===== config.mk =====
export PLATFORM = sky130hd
export DESIGN_NAME = sipo_word_rx
export DESIGN_NICKNAME = d
export VERILOG_FILES = /design/src/rtl/serial_link_pkg.sv /design/src/rtl/sipo_shift_core.sv /design/src/rtl/sipo_word_rx.sv
export SDC_FILE = /design/constraint.sdc
export NUM_CORES = 1
export LEC_CHECK = 0
export BUFFER_PORTS_ARGS = -buffer_cell sky130_fd_sc_hd__clkbuf_2
export CORE_MARGIN = 8
export CORE_UTILIZATION = 49
export DETAILED_ROUTE_END_ITERATION = 7
export PLACE_DENSITY = 0.74
export RECOVER_POWER = 50
export SLEW_MARGIN = 20
export SYNTH_ARGS = -nofsm -noshare
export SYNTH_HDL_FRONTEND = slang
export SYNTH_SLANG_ARGS = --single-unit

===== constraint.sdc =====
create_clock -name clk -period 1.7 [get_ports clk]
set_input_delay 0.085 -clock clk [delete_from_list [all_inputs] [get_ports clk]]
set_output_delay 0.085 -clock clk [all_outputs]
set_load 0.02 [all_outputs]

===== src/rtl/serial_link_pkg.sv =====
// ---------------------------------------------------------------------------
// serial_link_pkg
// Shared types and helpers for the serial link receive path.
//   rx_state_e  : receiver FSM states (IDLE, RECV, PAR)
//   DEF_WORD_W  : default word width
//   cnt_width() : width of a bit counter able to hold 0..width
// ---------------------------------------------------------------------------
package serial_link_pkg;

    typedef enum logic [1:0] {
        IDLE = 2'd0,
        RECV = 2'd1,
        PAR  = 2'd2
    } rx_state_e;

    localparam int DEF_WORD_W = 4;

    function automatic int cnt_width(input int width);
        return $clog2(width + 1);
    endfunction

endpackage


===== src/rtl/sipo_shift_core.sv =====
// ---------------------------------------------------------------------------
// sipo_shift_core
// Shift register plus bit counter that packs serial bits into a word.
// Ports:
//   clk, rst_n  : clock, asynchronous active-low reset
//   si          : serial data bit
//   si_valid    : bit qualifier
//   start       : frame align (qualified by si_valid), bit becomes bit 0
//   enable      : receiver is collecting data bits (FSM in RECV)
//   word_done   : combinational, high on the edge that samples bit WIDTH-1
//   word_next   : word as it will be after this edge ({shift, si} view)
//   shift_q     : current shift register contents
// ---------------------------------------------------------------------------
module sipo_shift_core
    import serial_link_pkg::*;
#(
    parameter int WIDTH     = DEF_WORD_W,
    parameter bit MSB_FIRST = 1'b1
) (
    input  logic             clk,
    input  logic             rst_n,
    input  logic             si,
    input  logic             si_valid,
    input  logic             start,
    input  logic             enable,
    output logic             word_done,
    output logic [WIDTH-1:0] word_next,
    output logic [WIDTH-1:0] shift_q
);

    localparam int CW = cnt_width(WIDTH);

    logic [CW-1:0]    cnt;
    logic [WIDTH-1:0] base;
    logic             take;

    always_comb begin
        take = si_valid & (start | enable);
        // A start bit always begins from an empty register, dropping any partial word.
        base = start ? '0 : shift_q;
        if (MSB_FIRST) begin
            word_next = {base[WIDTH-2:0], si};
        end else begin
            word_next = {si, base[WIDTH-1:1]};
        end
        // start can never complete a word because WIDTH >= 2.
        word_done = si_valid & ~start & enable & (cnt == CW'(WIDTH - 1));
    end

    always_ff @(posedge clk or negedge rst_n) begin
        if (!rst_n) begin
            cnt     <= '0;
            shift_q <= '0;
        end else if (take) begin
            shift_q <= word_next;
            if (start) begin
                cnt <= CW'(1);
            end else if (word_done) begin
                cnt <= '0;
            end else begin
                cnt <= cnt + CW'(1);
            end
        end
    end

endmodule


===== src/rtl/sipo_word_rx.sv =====
// ---------------------------------------------------------------------------
// sipo_word_rx
// Serial-in parallel-out word receiver with one holding register and a
// valid/ready output.
// Optional feature macro: PARITY_CHECK_EN (one even-parity bit per word,
// checked into pout_perr). Default build: no parity bit, pout_perr = 0.
// Ports:
//   clk, rst_n  : clock, asynchronous active-low reset
//   si, si_valid: serial bit and its qualifier
//   start       : frame align, qualified by si_valid
//   pout        : assembled word (holding register)
//   pout_valid  : holding register full
//   pout_ready  : consumer ready
//   pout_perr   : parity error for the word in pout
//   overrun     : sticky, a completed word was dropped
//   ovr_clr     : clears overrun (a simultaneous new overrun wins)
//   state_dbg   : receiver FSM state
// Handshake: a word transfers on every rising edge where pout_valid and
// pout_ready are both 1; pout is stable while pout_valid=1 and pout_ready=0.
// ---------------------------------------------------------------------------
module sipo_word_rx
    import serial_link_pkg::*;
#(
    parameter int WIDTH     = DEF_WORD_W,
    parameter bit MSB_FIRST = 1'b1
) (
    input  logic             clk,
    input  logic             rst_n,
    input  logic             si,
    input  logic             si_valid,
    input  logic             start,
    output logic [WIDTH-1:0] pout,
    output logic             pout_valid,
    input  logic             pout_ready,
    output logic             pout_perr,
    output logic             overrun,
    input  logic             ovr_clr,
    output rx_state_e        state_dbg
);

    rx_state_e        state;
    logic             in_recv;
    logic             word_done;
    logic [WIDTH-1:0] word_next;
    logic [WIDTH-1:0] shift_q;
    logic             complete;
    logic             can_load;
    logic             c_perr;
    logic [WIDTH-1:0] c_word;

    assign in_recv   = (state == RECV);
    assign state_dbg = state;

    sipo_shift_core #(
        .WIDTH     (WIDTH),
        .MSB_FIRST (MSB_FIRST)
    ) u_core (
        .clk       (clk),
        .rst_n     (rst_n),
        .si        (si),
        .si_valid  (si_valid),
        .start     (start),
        .enable    (in_recv),
        .word_done (word_done),
        .word_next (word_next),
        .shift_q   (shift_q)
    );

    always_comb begin
        // The holding register can take a word if empty or draining this edge.
        can_load = ~pout_valid | pout_ready;
        // In PAR the data bits already sit in the shift register; si is parity.
        c_word   = (state == PAR) ? shift_q : word_next;
`ifdef PARITY_CHECK_EN
        complete = (state == PAR) & si_valid & ~start;
        c_perr   = ^{shift_q, si};
`else
        complete = word_done;
        c_perr   = 1'b0;
`endif
    end

    always_ff @(posedge clk or negedge rst_n) begin
        if (!rst_n) begin
            state      <= IDLE;
            pout       <= '0;
            pout_valid <= 1'b0;
            pout_perr  <= 1'b0;
            overrun    <= 1'b0;
        end else begin
            if (si_valid && start) begin
                state <= RECV;
            end else begin
                case (state)
                    IDLE: state <= IDLE;
                    RECV: begin
`ifdef PARITY_CHECK_EN
                        if (word_done) state <= PAR;
`endif
                    end
                    PAR:  if (si_valid) state <= RECV;
                    default: state <= IDLE;
                endcase
            end

            if (complete && can_load) begin
                pout       <= c_word;
                pout_perr  <= c_perr;
                pout_valid <= 1'b1;
            end else if (pout_valid && pout_ready) begin
                pout_valid <= 1'b0;
            end

            if (complete && !can_load) begin
                overrun <= 1'b1;
            end else if (ovr_clr) begin
                overrun <= 1'b0;
            end
        end
    end

endmodule


==> results.toml <==
[outcome]
status = "finished clean"

[finish]
drive_above_1_share = 0.324
layout.nets = 80
num_antenna_cells = 0
finish.utilization = 0.586
instances_no_fill = 86
area_delta_synth_final_pct = 14.7

[timing]
tightest_slew_ns = 0.699
fin_tns_setup_ns = 0
fin_crit_sh = 0.970
rsz0062_at_grt = "no"
fmax_ghz = 0.607
period_needed_ns = 1.65
timing.hold.ws_ns = 0.0368
drv_slew = 0
setup_viol = 0
finalClockSkew_ns = 0.00106
hold_viol_final = 0
slew_headroom = 0.534

[die]
rows = 13
die_area_mm2 = 0.00274
io_pins = 16
fp.dieW_um = 52.4
core_area_mm2 = 0.00127
start_util = 0.511
dieHeight_um = 52.4

[cts]
htreeDepth = 1
cts_buffers = 3
cts_tree = "built"
cts-root-buf = "clkbuf_4"
clk_pin_slew_ns = 0.08
cts_setup_buffers = 0
cts.path.max_buffers = 2
clk_latency_ns = 0.27
cts.sinks = 13

[global_route]
antenna_found_initial = 0
grt_max_degree = 14
grt_usage = 0.105
grt_remaining_overflow = 0
grt_first_pass_wirelength_um = 2150
grt_pass1_vias = 460

[yosys]
yosysSeqAreaShare = 0.502
ys_types = 27
synth_ff_type = "dfrtp_1"
syn_area_per_cell_um2 = 11.4
synth_cells = 57
async_reset_ff_frac = 1.00
synth_top_cell_area_share = 0.502
synth_warnings = 0
synthTopCellsByCount = "13 x dfrtp_1, 4 x inv_1, 4 x mux2_4, 4 x o21ai_0"
yosysMostFrequentCell = "dfrtp_1"
synth_edf_count = 0
synth_area_um2 = 648
ys_seq_elements = 13
synth_top_cell_by_area = "dfrtp_1"
synth.area.top_cells = "dfrtp_1 50%, mux2_4 9.3%, buf_4 3.5%"

[worst_setup_path]
crit_type = "register to register"
cp-end-kind = "register"
cp_max_fo = 4
start_kind = "register"
rrSetupSlack_ns = 0.05
required_ns = 1.86
worstPathArrival_ns = 1.81

[place]
portBuffers = 13
gp_congestion = 0.753
place_inst = 81
dp_hpwl_um = 1010

[route]
wire_per_inst_um = 15.0
drtAntennaViolNets = 0
vias = 466
via_per_inst = 5.42
drtIter0Drc = 4
drcViolationCount = 0
first_pass_iters = 3
routed_wirelength_um = 1290

[pwr]
ir_drop_v = 0.000535
p_int_mw = 0.544
sw_frac_of_total = 0.306
p_leak_nw = 0.360
seqPwrFrac = 0.499
powerDensity_mw_per_mm2 = 1060
total_power_mw = 0.785
power_frac_clock = 0.239
switchingPower_mw = 0.240
p_comb_frac = 0.262

[worst_hold_path]
hp-class = "input pin to register"

[run]
cap_violations = 0
-- layout make-up --
| cell class | instances | area [um2] |
|---|---|---|
| Inverter | 4 | 15.0 |
| Tap cell | 15 | 18.8 |
| Timing Repair Buffer | 15 | 76.3 |
| Clock buffer | 4 | 26.3 |
| Fill cell | 106 | 526 |
| Sequential cell | 13 | 325 |
| Multi-Input combinational cell | 35 | 282 |
-- placed cells by master (no fill, tap or decap), types with 3 or more instances in the layout --
master,count
clkbuf_1,4
clkbuf_2,11
dfrtp_1,13
inv_1,4
nor2b_1,3
clkbuf_4,3
o21ai_0,4
mux2_4,4
-- power by group through the flow --
stage | clock (mW) | combinational (mW) | sequential [mW]
floorplan | 0 | 0.106 | 0.423
global placement | 0 | 0.195 | 0.388
detailed placement | 0 | 0.202 | 0.392
CTS | 0.195 | 0.205 | 0.386
global route | 0.208 | 0.230 | 0.397
finish | 0.188 | 0.206 | 0.391
-- kinds of logic after synthesis --
family,share of synthesized area
AOI/OAI and AO/OA,0.125
adders and majority gates,0.0193
buffers and inverters,0.0888
DFF,0.502
muxes,0.110
other,0.00579
and+or+nand+nor,0.149
-- worst paths after layout --
| kind | cells after the start | start | endpoint |
|---|---|---|---|
| max in group asynchronous | 2 | rst_n | u_core.cnt[0] |
| min reg2reg | 1 | u_core.cnt[2] | u_core.cnt[2] |
| min | 2 | ovr_clr | overrun |
| max | 4 | u_core.cnt[1] | pout[0] |
| min in group asynchronous | 2 | rst_n | pout[0] |
| max reg2reg | 4 | u_core.cnt[1] | pout[0] |
-- sequential cells by signal, indices dropped and copies added, names as in the netlist --
name,cells
pout,4
u_core.shift_q,3
state_dbg,1
pout_valid,1
overrun,1
u_core.cnt,3
-- what timing repair did --
| action | 4_1_cts | 5_1_grt |
|---|---|---|
| hold endpoints to repair | 13 | 0 |
| hold buffers | 1 | 0 |
| setup endpoints to repair | 0 | 4 |
| resized for setup | 0 | 2 |
-- routing by layer --
layer  wire length, um  share of wire  GRT usage  vias to the layer above
met3                93          0.072     0.0483                        4
met4                26          0.020     0.0603                        0
met2               672           0.52      0.172                       12
li1                  -              -          -                      219
met1               494           0.38      0.107                      231
met5                 0              0          0                        -
-- stage by stage --
step / setup slack [ns] / instance area (um2)
finish: 0.0513 / 743
floorplan: 0.0977 / 652
detailed placement: 0.0335 / 701
global placement: 0.0798 / 701
global route: 0.00187 / 743
CTS: 0.0136 / 737
-- critical path: stages (launching register included) --
cell      delay (ns)
dfrtp_1         0.41
ha_4            0.17
nand2b_4        0.06
or4b_4          0.57
mux2_4          0.32
(Power assumes the default switching activity.)
